### src/rtl/pl_fetch_queue_if.sv
// Fetch-queue bus: text-memory request/response, redirect, and decode handshake.
interface pl_fetch_queue_if;
   logic        next_inst;
   logic [31:0] request_pc;
   logic        inst_available;
   logic [31:0] inst;
   logic        redirect;
   logic [31:0] redirect_pc;
   logic        out_valid;
   logic [31:0] out_inst;
   logic [31:0] out_pc;
   logic        out_ready;

   // The fetch queue itself
   modport master (
      output next_inst, request_pc, out_valid, out_inst, out_pc,
      input  inst_available, inst, redirect, redirect_pc, out_ready
   );

   // Memory / decode / branch-resolution side
   modport slave (
      input  next_inst, request_pc, out_valid, out_inst, out_pc,
      output inst_available, inst, redirect, redirect_pc, out_ready
   );
endinterface

### src/rtl/pl_fetch_queue.sv
// Instruction fetch queue: one outstanding text-memory request at a time,
// responses buffered in a DEPTH-entry circular queue of {pc, inst} for decode.
module pl_fetch_queue #(
   parameter int unsigned DEPTH    = 4,
   parameter logic [31:0] RESET_PC = 32'h0
) (
   input  logic             clock,
   input  logic             reset,
   pl_fetch_queue_if.master bus
);
   localparam int unsigned   PW   = $clog2(DEPTH);
   localparam int unsigned   CW   = $clog2(DEPTH + 1);
   localparam logic [CW-1:0] FULL = CW'(DEPTH);

   localparam logic [0:0] S_IDLE = 1'b0;
   localparam logic [0:0] S_WAIT = 1'b1;

   typedef struct packed {
      logic [31:0] pc;
      logic [31:0] inst;
   } entry_t;

   entry_t        ent_q [DEPTH];
   logic [0:0]    state;
   logic [31:0]   fetch_pc;
   logic [PW-1:0] rd_ptr;
   logic [PW-1:0] wr_ptr;
   logic [CW-1:0] count;

   logic issue;
   logic enq;
   logic pop;

   // Issue only from IDLE with room guaranteed for the response; a response
   // is taken only in WAIT, so a level still high from the previous answer
   // during the issue cycle is never mistaken for the new one.
   always_comb begin
      issue = 1'b0;
      enq   = 1'b0;
      pop   = 1'b0;
      issue = !reset && (state == S_IDLE) && !bus.redirect && (count < FULL);
      enq   = (state == S_WAIT) && bus.inst_available && !bus.redirect;
      pop   = (count != '0) && bus.out_ready;
   end

   assign bus.next_inst  = issue;
   assign bus.request_pc = fetch_pc;
   assign bus.out_valid  = (count != '0);
   assign bus.out_pc     = ent_q[rd_ptr].pc;
   assign bus.out_inst   = ent_q[rd_ptr].inst;

   // Entry storage; needs no reset since count gates visibility
   always_ff @(posedge clock) begin
      if (enq) ent_q[wr_ptr] <= '{pc: fetch_pc, inst: bus.inst};
   end

   // FSM, fetch PC and queue bookkeeping; redirect flushes everything and
   // abandons any in-flight response
   always_ff @(posedge clock) begin
      if (reset) begin
         state    <= S_IDLE;
         fetch_pc <= RESET_PC;
         rd_ptr   <= '0;
         wr_ptr   <= '0;
         count    <= '0;
      end else if (bus.redirect) begin
         state    <= S_IDLE;
         fetch_pc <= bus.redirect_pc;
         rd_ptr   <= '0;
         wr_ptr   <= '0;
         count    <= '0;
      end else begin
         if (issue) begin
            state <= S_WAIT;
         end else if (enq) begin
            state    <= S_IDLE;
            fetch_pc <= fetch_pc + 32'd4;
         end
         if (pop) rd_ptr <= rd_ptr + PW'(1);
         if (enq) wr_ptr <= wr_ptr + PW'(1);
         case ({enq, pop})
            2'b10:   count <= count + CW'(1);
            2'b01:   count <= count - CW'(1);
            default: count <= count;
         endcase
      end
   end
endmodule

### src/flat_wrapper.sv
// flat-port wrapper written by rule: the top's interface ports become plain ports
module pl_fetch_queue_flat 
#(
   parameter int unsigned DEPTH    = 4,
   parameter logic [31:0] RESET_PC = 32'h0
)
  (clock, reset, bus_next_inst, bus_request_pc, bus_out_valid, bus_out_inst, bus_out_pc, bus_inst_available, bus_inst, bus_redirect, bus_redirect_pc, bus_out_ready);
  pl_fetch_queue_if bus_i ();
  input  logic clock;
  input  logic reset;
  output wire logic [$bits(bus_i.next_inst)-1:0] bus_next_inst;
  output wire logic [$bits(bus_i.request_pc)-1:0] bus_request_pc;
  output wire logic [$bits(bus_i.out_valid)-1:0] bus_out_valid;
  output wire logic [$bits(bus_i.out_inst)-1:0] bus_out_inst;
  output wire logic [$bits(bus_i.out_pc)-1:0] bus_out_pc;
  input wire logic [$bits(bus_i.inst_available)-1:0] bus_inst_available;
  input wire logic [$bits(bus_i.inst)-1:0] bus_inst;
  input wire logic [$bits(bus_i.redirect)-1:0] bus_redirect;
  input wire logic [$bits(bus_i.redirect_pc)-1:0] bus_redirect_pc;
  input wire logic [$bits(bus_i.out_ready)-1:0] bus_out_ready;
  assign bus_next_inst = bus_i.next_inst;
  assign bus_request_pc = bus_i.request_pc;
  assign bus_out_valid = bus_i.out_valid;
  assign bus_out_inst = bus_i.out_inst;
  assign bus_out_pc = bus_i.out_pc;
  assign bus_i.inst_available = bus_inst_available;
  assign bus_i.inst = bus_inst;
  assign bus_i.redirect = bus_redirect;
  assign bus_i.redirect_pc = bus_redirect_pc;
  assign bus_i.out_ready = bus_out_ready;
  pl_fetch_queue #(.DEPTH(DEPTH), .RESET_PC(RESET_PC)) u_core (.clock(clock), .reset(reset), .bus(bus_i));
endmodule
### config.mk
export PLATFORM = sky130hd
export DESIGN_NAME = pl_fetch_queue_flat
export DESIGN_NICKNAME = d
export VERILOG_FILES = /design/src/rtl/pl_fetch_queue_if.sv /design/src/rtl/pl_fetch_queue.sv /design/src/flat_wrapper.sv
export SDC_FILE = /design/constraint.sdc
export NUM_CORES = 1
export LEC_CHECK = 0
export CORE_MARGIN = 2
export CORE_UTILIZATION = 54
export CTS_CLUSTER_DIAMETER = 100
export DETAILED_ROUTE_END_ITERATION = 7
export GPL_TIMING_DRIVEN = 0
export PLACE_DENSITY = 0.84
export SYNTH_ARGS = -nofsm -noshare
export SYNTH_HDL_FRONTEND = slang
export SYNTH_SLANG_ARGS = --single-unit
### constraint.sdc
create_clock -name clock -period 4.7 [get_ports clock]
set_clock_uncertainty 0.2 [all_clocks]
set_input_delay 1.41 -clock clock [delete_from_list [all_inputs] [get_ports clock]]
set_output_delay 1.41 -clock clock [all_outputs]
set_load 0.01 [all_outputs]
## Word level (Yosys, flattened, before mapping)

Memory sizes are Yosys's and may differ from the RTL's. A register that Yosys moved wholly into a read port is not among the register bits.
Cells that the tools add are included.

- Register bits: 40
- RAM bits: 256
- Output and inout bits: 98
- Memories kept: 1

- $add $sub $neg: 5
- $lt $le $gt $ge: 1
- Equality and inequality tests: 3
- Mux-type cells: 10
- Bitwise logic cells: 1
- Reduce and logical (&&, ||, !) cells: 14

Memory list:

| memory | depth | width | read ports | clocked after Yosys merged registers in | write ports | line | text |
|---|---|---|---|---|---|---|---|
| u_core.ent_q | 4 | 64 | 1 | 1 | 1 | pl_fetch_queue.sv:23 | `entry_t ent_q [DEPTH];` |

Operator list:

| cell | number |
|---|---|
| 2-to-1 mux 32 bit | 3 |
| adder 32 x 3 -> 32 bit (second input constant) | 1 |
| logical AND 1 bit | 6 |
| one-hot mux 3 bit (2 select lines) | 1 |
| nonzero test 2 bit | 3 |
| adder 2 x 1 -> 2 bit (second input constant) | 2 |
| 2-to-1 mux 1 bit | 4 |
| 2-to-1 mux 2 bit | 2 |
| adder 3 x 1 -> 3 bit (second input constant) | 1 |
| < comparator 3 bit (second input constant) | 1 |
| nonzero test 3 bit | 1 |
| subtractor 3 x 1 -> 3 bit (second input constant) | 1 |
| == test 2 x 1 -> 1 bit (second input constant) | 1 |
| == test 2 bit (second input constant) | 1 |
| zero test 1 bit | 2 |
| inequality test 2 x 1 -> 1 bit (second input constant) | 1 |
| AND reduction 2 bit | 1 |
| OR reduction 2 bit | 1 |
| inverter 1 bit | 1 |

## Longest topological paths before layout

Gate-level depths: netlist of the first run.

- Depth in word-level cells: 6
- Gate-level depth with buffers: 9

## Worst setup path before layout of the first run

Ideal clock, no wire load.

- Path type: input-to-reg
- Start: in bus_redirect
- End: mem u_core.ent_q[0][0] (netlist bit), enable pin
- Setup time: 429 ps
- Arrival time: 3336 ps
- Required time: 4071 ps
- Setup slack: 735 ps
- Stages on the path: 3
- Cells stage by stage: clkbuf_1 -> nor2_1 -> and2_1

- Longest elaborated chain between the ends: 4

Ends and longest elaborated chain:

| item | line | text |
|---|---|---|
| from (decl) | flat_wrapper.sv:18 | `input wire logic [$bits(bus_i.redirect)-1:0] bus_redirect;` |
| zero test 1 bit | pl_fetch_queue.sv:42 | `enq = (state == S_WAIT) && bus.inst_available && !bus.redirect;` |
| logical AND 1 bit | pl_fetch_queue.sv:42 |  |
| 2-to-1 mux 1 bit | pl_fetch_queue.sv:54 | `if (enq) ent_q[wr_ptr] <= '{pc: fetch_pc, inst: bus.inst};` |
| 2-to-1 mux 1 bit (not written as such) | pl_fetch_queue.sv:54 |  |
| to (decl) | pl_fetch_queue.sv:23 |  |

Every way passes these cells.

## Final worst setup path of the first run

- Start: in reset
- End: out bus_next_inst

- Longest elaborated chain between the ends: 4

Ends and longest elaborated chain:

| item | line | text |
|---|---|---|
| from (decl) | flat_wrapper.sv:10 | `input logic reset;` |
| zero test 1 bit | pl_fetch_queue.sv:41 | `issue = !reset && (state == S_IDLE) && !bus.redirect && (count < FULL);` |
| logical AND 1 bit (3 in series) | pl_fetch_queue.sv:41 |  |
| to (decl) | flat_wrapper.sv:11 | `output wire logic [$bits(bus_i.next_inst)-1:0] bus_next_inst;` |

Every way passes these cells.

==> results of run 1 <==
## stage by stage
step | setup WS, ns | hold slack, ns | instance area (um^2)
after floorplan | 0.735 | 0.259 | 11500
after global placement | -1.05 | 0.281 | 13500
after detailed placement | -0.127 | 0.313 | 13600
after CTS | 0.0808 | 0.334 | 14600
after global routing | 0.0236 | 0.352 | 14600
final | 0.105 | 0.329 | 14600
## layout make-up
class                           instances  share of cell area (%)
Inverter                               11                   0.283
Timing Repair Buffer                  170                    12.1
Buffer                                 26                   0.985
Clock buffer                           29                    4.97
Multi-Input combinational cell        277                    19.2
Sequential cell                       298                    58.4
Tap cell                              275                    2.36
Clock inverter                         23                    1.65
## flip-flops by register name, summed over array words and instances, names as in the netlist, named ones only
name                   cells
u_core.ent_q             256
u_core.state               1
u_core.wr_ptr              2
u_core.rd_ptr              2
u_core.count               3
u_core.bus.request_pc     32
## power breakdown
| group | internal, uW | leakage (uW) | switching, uW |
|---|---|---|---|
| sequential | 2910 | 0.00265 | 56.3 |
| clock | 1350 | 0.000470 | 965 |
| combinational | 138 | 0.00142 | 107 |
| total | 4390 | 0.00454 | 1130 |
## critical path, delay by kind of cell
kind	cells	cell delay, ns
buf+inv	2	1.07
simple gates	2	0.51
## cell usage after synthesis (all sizes together) (4+ instances only)
cell type	n	area, um^2
nand3	13	70.1
nand4	12	75.1
xnor2	5	43.8
dfxtp	42	841
and4	4	35.0
or3	10	62.6
nand2	22	82.6
inv	10	37.5
mux4	64	1440
and2	4	25.0
o31ai	8	60.1
buf	10	38.8
a311oi	15	131
xor2	7	61.3
a21oi	7	35.0
ha	6	75.1
nor2	36	135
o21ai	10	50.1
edfxtp	256	7690
nor3	5	25.0
a211oi	8	60.1
clkbuf	18	67.6
or4	10	75.1
nor4	7	43.8
and3	4	25.0
## final timing paths
path                                          startpoint                         to  depth (start not counted)
worst min register to register           u_core.count[2]               u_core.state                          1
worst max register to register  u_core.bus.request_pc[2]  u_core.bus.request_pc[24]                          6
worst max-delay path                               reset              bus_next_inst                          4
worst min-delay path                     u_core.count[2]               u_core.state                          1
## logic make-up after synthesis
kind of cell,after synthesis
DFF,298
and+or+nand+nor,131
AOI/OAI and AO/OA,61
muxes,66
adders and majority gates,7
buffers and inverters,39
xor gates and xnor gates,12
## metal layers
layer  vias up  track usage, %  routed length [um]
met3        49            3.84                1870
met5         -               0                   0
li1       2935               -                   -
met1      3360            30.5               10100
met4         0            5.75                 547
met2       296            36.2               11800
==> flow_summary_export.csv, run 1 <==
group,metric,value,unit
status,outcome,"completed",
clock_tree,postCtsSetupRepairBufs,0,
placement,gp_congestion,0.897,
power,p_total,5520,uW
power,ir_drop,0.000283,V
timing,rsz0062_at_grt,"false",
finish,utilization,69.7,%
clock_tree,root_buffer,"clkbuf_16",
placement,dp_hpwl,15900,um
clock_tree,clock_sinks,298,
finish,final_cell_mix,"edfxtp_1 (256), clkdlybuf4s50_1 (166), mux4_2 (64)",
clock_tree,clkSlewWorstSetupHoldPaths,0.06,ns
synthesis,ys_types,43,
clock_tree,clock_path_buffers,3,
synthesis,synth_compound_area_share,3.95,%
clock_tree,cts_buffers,29,
synthesis,synthSimpleGateAreaFrac,5.92,%
synthesis,avgSynthCellArea,18.7,um^2
setup_path,crit_chain,"clkdlybuf4s50_1 -> or2_4 -> nor3_1 -> clkdlybuf4s50_1",
synthesis,synth_edf_count,256,
synthesis,synth-xor-area-share,0.916,%
synthesis,ys.flop_type,"edfxtp_1",
synthesis,synth_top_family_by_area,"multiplexers",
floorplanning,num_rows,53,
clock_tree,cts_hold_buf,0,
timing,finalHoldViolations,0,
setup_path,r2r_setup_slack,1.91,ns
synthesis,syn_nets,690,
finish,regArea,0.00853,mm^2
floorplanning,fp.dieH,150,um
run,maxCapViolations,0,
finish,multiInputGateArea,0.00281,mm^2
global_routing,track_usage,21.9,%
global_routing,antenna_found_initial,0,
finish,fin_cells,1109,
clock_tree,clkLatencyLatePin,0.55,ns
routing,first_pass_iters,5,
floorplanning,core,0.0210,mm^2
timing,fin_crit,4.60,ns
synthesis,ys_ff_latch,298,
synthesis,synth-adder-area-share,0.829,%
finish,fin_nets,889,
clock_tree,cts_resized,13,
finish,areaGrowthSynthToFinish,27.3,%
routing,drt_wl_total,24400,um
finish,final_layout_size_suffix_gt1_share,15.7,%
timing,fmax,0.218,GHz
setup_path,crit_slowest_cell,"clkdlybuf4s50_1",
timing,setup_violations,0,
setup_path,cp-end-kind,"output port",
worst_hold_path,min_path_type,"flip-flop to flip-flop",
power,p_leak,0.00454,uW
routing,drc,0,
timing,min_period_over_period,97.8,%
timing,finalMaxSlewViolations,0,
floorplanning,ios,167,
routing,drt_iter0_markers,418,
floorplanning,dieArea,0.0224,mm^2
synthesis,netlist_instances,614,
floorplanning,die_width,150,um
finish,final_common_cell,"edfxtp_1",
clock_tree,cts-htree-levels,1,
floorplanning,initial_core_util,54.7,%
finish,antenna_cells,0,
synthesis,ys_warn_count,0,
synthesis,synth_area,0.0115,mm^2
setup_path,max_stage_delay,0.57,ns
routing,vias_per_cell,5.99,
power,power_density,378,mW/mm^2
global_routing,grt_max_degree,58,
setup_path,worstPathMaxFanout,9,
routing,ant_nets,0,
clock_tree,cts_tree,"done",
global_routing,grt_pass1_vias,6848,
routing,vias,6640,
setup_path,cp.required,3.09,ns
routing,wl_per_cell,22.0,um
timing,worst_slew_pin_slew,0.882,ns
setup_path,cp_common_cell,"clkdlybuf4s50_1",
placement,dp.cells,1059,
setup_path,critPathKind,"input pin to output port",
global_routing,grt_pass1_wl,37400,um
synthesis,muxShareOfSynthArea,12.7,%
synthesis,synthArstFlopShare,0,%
synthesis,ys_seq_area_share,74.4,%
timing,worst_slew_margin_rel,40.6,%
setup_path,crit_arrival,2.99,ns
global_routing,grt_remaining_overflow,0,
timing,setup_tns,0,ns
setup_path,start_kind,"input pin",
finish,fill_cells,1365,
placement,port_buffers,166,
No activity file was read; power rests on OpenSTA's default activity.
==> run 2, diff against run 1 <==
- CORE_UTILIZATION: 54 -> 47
- MAX_ROUTING_LAYER: default -> met4
- PLACE_DENSITY: 0.84 -> 0.76
==> run 2 against run 1 <==
First-iteration DRC count rose by 46%. Worst setup slack improved by 0.0068 ns. Hold slack got worse by 0.0092 ns. Via count is 0.66% lower. Power down 0.24%. Combinational power hardly changed. Clock power about the same. Count of clock-buffer cells in the layout is 23 higher. Cell count increased by 4.8%. Register-to-register slack gained 0.04 ns. Sequential share of layout area shrank 0.24 points.
==> flow_summary_export.csv, run 2 (synthesis gave the netlist of run 1 again) <==
group,metric,value,unit
setup_path,crit_buf_inv,2,
timing,fin_crit,4.59,ns
global_routing,grt_max_degree,45,
finish,final_layout_size_suffix_gt1_share,14.7,%
placement,place_ws,-0.112,ns
worst_hold_path,worst_hold_startpoint,"u_core.count[2]",
clock_tree,root_buffer,"clkbuf_16",
clock_tree,cts_hold_buf,0,
floorplanning,num_rows,57,
setup_path,r2r_end,"u_core.bus.request_pc[30]",
setup_path,critPathKind,"input pin to output port",
routing,first_pass_iters,5,
setup_path,rr_worst_depth,7,
routing,drt_wl_total,24500,um
timing,min_period_over_period,97.6,%
clock_tree,clock_path_buffers,3,
worst_hold_path,hold_end,"u_core.state",
placement,dp_hpwl,15700,um
finish,regArea,0.00853,mm^2
timing,fin_ws,0.111,ns
setup_path,max_stage_delay,0.58,ns
timing,fmax,0.218,GHz
clock_tree,cts_buffers,30,
floorplanning,dieArea,0.0257,mm^2
finish,final_common_cell,"edfxtp_1",
clock_tree,postCtsSetupRepairBufs,0,
finish,multiInputGateArea,0.00281,mm^2
power,ir_drop,0.000256,V
setup_path,cp-end-kind,"output port",
timing,whs,0.320,ns
setup_path,start_kind,"input pin",
finish,utilization,60.8,%
floorplanning,die_width,160,um
global_routing,grt_remaining_overflow,0,
routing,ant_nets,0,
setup_path,crit_slowest_cell,"clkdlybuf4s50_1",
floorplanning,ios,167,
finish,fill_cells,1811,
finish,areaGrowthSynthToFinish,27.8,%
setup_path,crit_family,"buffers and inverters",
floorplanning,core,0.0241,mm^2
timing,rsz0062_at_grt,"false",
floorplanning,fp.dieH,160,um
routing,drc,0,
timing,finalHoldViolations,0,
power,p_leak,0.00454,uW
floorplanning,initial_core_util,47.6,%
setup_path,crit_arrival,2.98,ns
finish,final_cell_mix,"edfxtp_1 (256), clkdlybuf4s50_1 (166), mux4_2 (64)",
setup_path,r2r_setup_slack,1.95,ns
timing,worst_slew_pin_slew,0.952,ns
finish,antenna_cells,0,
clock_tree,cts_tree,"done",
setup_path,crit_chain,"clkdlybuf4s50_1 -> or2_4 -> nor3_1 -> clkdlybuf4s50_1",
clock_tree,clkLatencyLatePin,0.54,ns
global_routing,grt_pass1_wl,38200,um
placement,port_buffers,166,
clock_tree,cts-htree-levels,1,
run,maxCapViolations,0,
routing,wl_per_cell,21.1,um
setup_path,worstPathMaxFanout,9,
routing,drt_iter0_markers,610,
worst_hold_path,hold-path-cell-count,1,
status,outcome,"completed",
timing,setup_violations,0,
finish,top_register,"u_core.ent_q",
clock_tree,clock_sinks,298,
global_routing,grt_pass1_vias,6514,
worst_hold_path,min_path_type,"flip-flop to flip-flop",
placement,gp_congestion,0.861,
power,power_density,376,mW/mm^2
clock_tree,clkSlewWorstSetupHoldPaths,0.06,ns
finish,largest_reg_flops,256,
timing,worst_slew_margin_rel,36.0,%
setup_path,cp_common_cell,"clkdlybuf4s50_1",
setup_path,reg2reg_from,"u_core.bus.request_pc[2]",
setup_path,cp.required,3.09,ns
routing,vias_per_cell,5.68,
global_routing,track_usage,19.7,%
routing,vias,6596,
timing,finalMaxSlewViolations,0,
global_routing,antenna_found_initial,0,
finish,fin_nets,890,
run 2: area by class of cell:
class | count | share of cell area [%]
multi-input combinational | 277 | 19.1
clock buffer | 52 | 6.53
inverter | 11 | 0.282
timing repair buffer | 170 | 12.0
tap | 324 | 2.76
buffer | 26 | 0.939
sequential | 298 | 58.2
clock inverter | 4 | 0.145
run 2: power by group:
group	leakage (uW)	total (uW)	internal (uW)	switching [uW]
Sequential	0.00265	2960	2910	56.0
Clock	0.000475	2300	1370	931
Combinational	0.00141	243	138	105
Total	0.00454	5510	4420	1090
run 2: repair_timing:
action                     4_1_cts  5_1_grt
resized for setup               11        1
setup endpoints to repair       61        1
cloned                           0        0
run 2: metrics by stage:
stage	instance area, um^2	total power [uW]	setup TNS, ns	std cells
3_3_place_gp	13500	3250	-313.80	1104
4_1_cts	14700	5560	0	1162
2_1_floorplan	11500	3080	0	614
3_5_place_dp	13600	3260	-0.112	1108
6_report	14700	5510	0	1162
5_1_grt	14700	5690	0	1162
run 2: worst max path at each step:
stage                       startpoint                  end  slack (ns)  cells past startpoint
floorplan                 bus_redirect   u_core.ent_q[0][0]        0.73                      3
global placement    bus_inst_available  u_core.ent_q[0][21]       -1.27                      4
detailed placement               reset        bus_next_inst       -0.11                      5
CTS                              reset        bus_next_inst        0.02                      4
global route                 flip-flop       bus_out_pc[15]        0.01                      4
finish                           reset        bus_next_inst        0.11                      4
run 2: metal layers:
| metal | global-route usage, % | vias up | wire length [um] |
|---|---|---|---|
| li1 | - | 2932 | - |
| met2 | 29.8 | 311 | 11600 |
| met1 | 28.8 | 3325 | 10700 |
| met5 | - | - | 0 |
| met4 | 3.56 | 0 | 297 |
| met3 | 3.32 | 28 | 1810 |
==> run 3, diff against run 2 <==
- ABC_AREA: default -> 1
- PLACE_DENSITY: 0.76 -> 0.75
==> run 3 against run 2 <==
Count of clock-buffer cells in the layout fell by 15. Worst setup slack better by 0.087 ns. Flip-flop and latch count unchanged. Critical path depth rose by 1. Via count rose by 34%. First-iteration DRC count is 44% higher. Power up 4.2%. Utilization grew 0.68 points. Die area grew 6.3%. Sequential power about the same. Largest cell class unchanged.
==> flow_summary_export.csv, run 3 <==
group,metric,value,unit
setup_path,crit_arrival,2.89,ns
clock_tree,cts-htree-levels,1,
worst_hold_path,min_path_type,"flip-flop to flip-flop",
synthesis,synth_common_cells,"edfxtp_1 (256), nor2_1 (168), o21ai_0 (161), nand2_1 (135), o22ai_1 (64)",
routing,drt_wl_total,30000,um
finish,final_common_cell,"edfxtp_1",
synthesis,ys_types,37,
finish,fill_cells,1952,
power,power_density,368,mW/mm^2
synthesis,avgSynthCellArea,11.4,um^2
floorplanning,initial_core_util,48.2,%
setup_path,start_kind,"input pin",
floorplanning,ios,167,
timing,finalMaxSlewViolations,0,
timing,finalHoldViolations,0,
finish,largest_reg_flops,256,
timing,fin_crit,4.50,ns
routing,drc,0,
clock_tree,root_buffer,"clkbuf_16",
synthesis,synth.top_cell.area_share,63.0,%
timing,min_period_over_period,95.8,%
timing,rsz0062_at_grt,"false",
synthesis,ys_ff_latch,298,
setup_path,critPathKind,"input pin to output port",
routing,vias,8859,
clock_tree,clock_sinks,298,
routing,first_pass_iters,5,
floorplanning,dieArea,0.0273,mm^2
floorplanning,num_rows,58,
timing,setup_violations,0,
synthesis,yosysTopAreaCell,"edfxtp_1",
setup_path,rr_worst_depth,10,
run,maxCapViolations,0,
timing,fmax,0.222,GHz
global_routing,grt_max_degree,32,
power,ir_drop,0.000281,V
finish,antenna_cells,0,
placement,place_ws,0.227,ns
setup_path,cp.required,3.09,ns
routing,ant_nets,0,
floorplanning,die_width,165,um
clock_tree,cts_buffers,30,
synthesis,synthArstFlopShare,0,%
synthesis,ys_warn_count,0,
synthesis,ys_seq_area_share,69.9,%
routing,drt_iter0_markers,879,
finish,top_register,"u_core.ent_q",
power,p_total,5740,uW
finish,final_cell_mix,"edfxtp_1 (256), nor2_1 (164), clkdlybuf4s50_1 (164)",
global_routing,grt_pass1_wl,45600,um
timing,worst_slew_margin_rel,48.9,%
status,outcome,"completed",
clock_tree,clock_path_buffers,3,
placement,gp_congestion,0.902,
synthesis,synth_edf_count,256,
clock_tree,postCtsSetupRepairBufs,0,
timing,whs,0.270,ns
setup_path,worstPathMaxFanout,7,
routing,wl_per_cell,18.5,um
placement,dp_hpwl,20000,um
synthesis,ys.flop_type,"edfxtp_1",
clock_tree,clkLatencyLatePin,0.55,ns
global_routing,grt_pass1_vias,8530,
setup_path,r2r_setup_slack,2.37,ns
finish,final_layout_size_suffix_gt1_share,8.80,%
synthesis,netlist_instances,1068,
placement,port_buffers,164,
floorplanning,fp.dieH,165,um
power,p_leak,0.00538,uW
global_routing,grt_remaining_overflow,0,
clock_tree,clkSlewWorstSetupHoldPaths,0.06,ns
timing,worst_slew_pin_slew,0.764,ns
floorplanning,core,0.0253,mm^2
setup_path,cp-end-kind,"output port",
timing,fin_ws,0.198,ns
global_routing,track_usage,22.4,%
finish,fin_nets,1348,
global_routing,antenna_found_initial,0,
finish,areaGrowthSynthToFinish,27.6,%
worst_hold_path,hold-path-cell-count,2,
clock_tree,cts_hold_buf,0,
routing,vias_per_cell,5.45,
synthesis,syn_nets,1144,
clock_tree,cts_tree,"done",
synthesis,ys_top_cells_by_area,"edfxtp_1 (63%), dfxtp_1 (6.9%), o21ai_0 (6.6%), nor2_1 (5.2%), nand2_1 (4.2%)",
synthesis,synth_area,0.0122,mm^2
synthesis,yosysMostFrequentCell,"edfxtp_1",
## run 3: changes by cell type after synthesis, sizes merged, moves of 12 or more
cell,previous run,this run
o21ai,10,168
nor2,36,182
nand2,22,140
mux4,64,0
o22ai,0,64
inv,10,59
a21oi,7,39
clkbuf,18,38
nand3,13,29
a311oi,15,1
nand4,12,0
## run 3: power breakdown
part	internal, uW	total (uW)	switching (uW)
clock network	1570	2580	1000
registers	2890	2940	47.1
logic	119	226	107
## run 3: per-stage QoR
| stage | utilization (%) | instance area (um^2) | instances | TNS [ns] |
|---|---|---|---|---|
| after floorplan | - | 12200 | 1068 | -153.60 |
| after global placement | 56.3 | 14300 | 1562 | -709.78 |
| after detailed placement | 57.1 | 14500 | 1570 | 0 |
| after CTS | 61.5 | 15600 | 1626 | 0 |
| after global routing | 61.5 | 15600 | 1626 | 0 |
| final | 61.5 | 15600 | 1626 | 0 |
## run 3: critical path, stage by stage
cell,delay [ns]
clkbuf_1,0.17
nor2_2,0.34
inv_1,0.13
nor3_1,0.24
clkdlybuf4s50_1,0.60
## run 3: path summary, 6_finish.rpt
check	from	to
worst min-delay path	u_core.rd_ptr[1]	u_core.rd_ptr[1]
worst max-delay path	reset	bus_next_inst
worst min register to register	u_core.rd_ptr[1]	u_core.rd_ptr[1]
worst max register to register	u_core.state	u_core.count[2]
## run 3: layer usage
metal	share of wire [%]	global-route usage, %	vias up
li1	-	-	4214
met1	42	28.9	4234
met2	49	36.9	349
met3	6.9	3.00	62
met4	2.9	7.55	0
met5	0	-	-
## run 3: what timing repair did
item | 4_1_cts | 5_1_grt
setup endpoints to repair | 0 | 3
hold endpoints to repair | 0 | 0
resized for setup | 0 | 8
## run 3: layout make-up
cell class	instances	area, um^2	share of cell area (%)
clock inverters	19	246	1.58
plain buffers	57	263	1.69
flip-flops and latches	298	8530	54.8
inverters	61	230	1.48
clock buffers	37	858	5.51
well taps	330	413	2.65
repair buffers	172	1820	11.7
multi-input cells	652	3220	20.7
## run 3: logic make-up (layout without fill, tap and decap cells)
kind of cell    after synthesis  after routing  share of synthesized area (%)
simple gates                359            359                           12.5
fa+ha+maj                     7              7                          0.779
buf+inv                     118            346                           4.00
flops                       298            298                           69.9
xor+xnor                      1              1                         0.0718
compound gates              285            285                           12.8
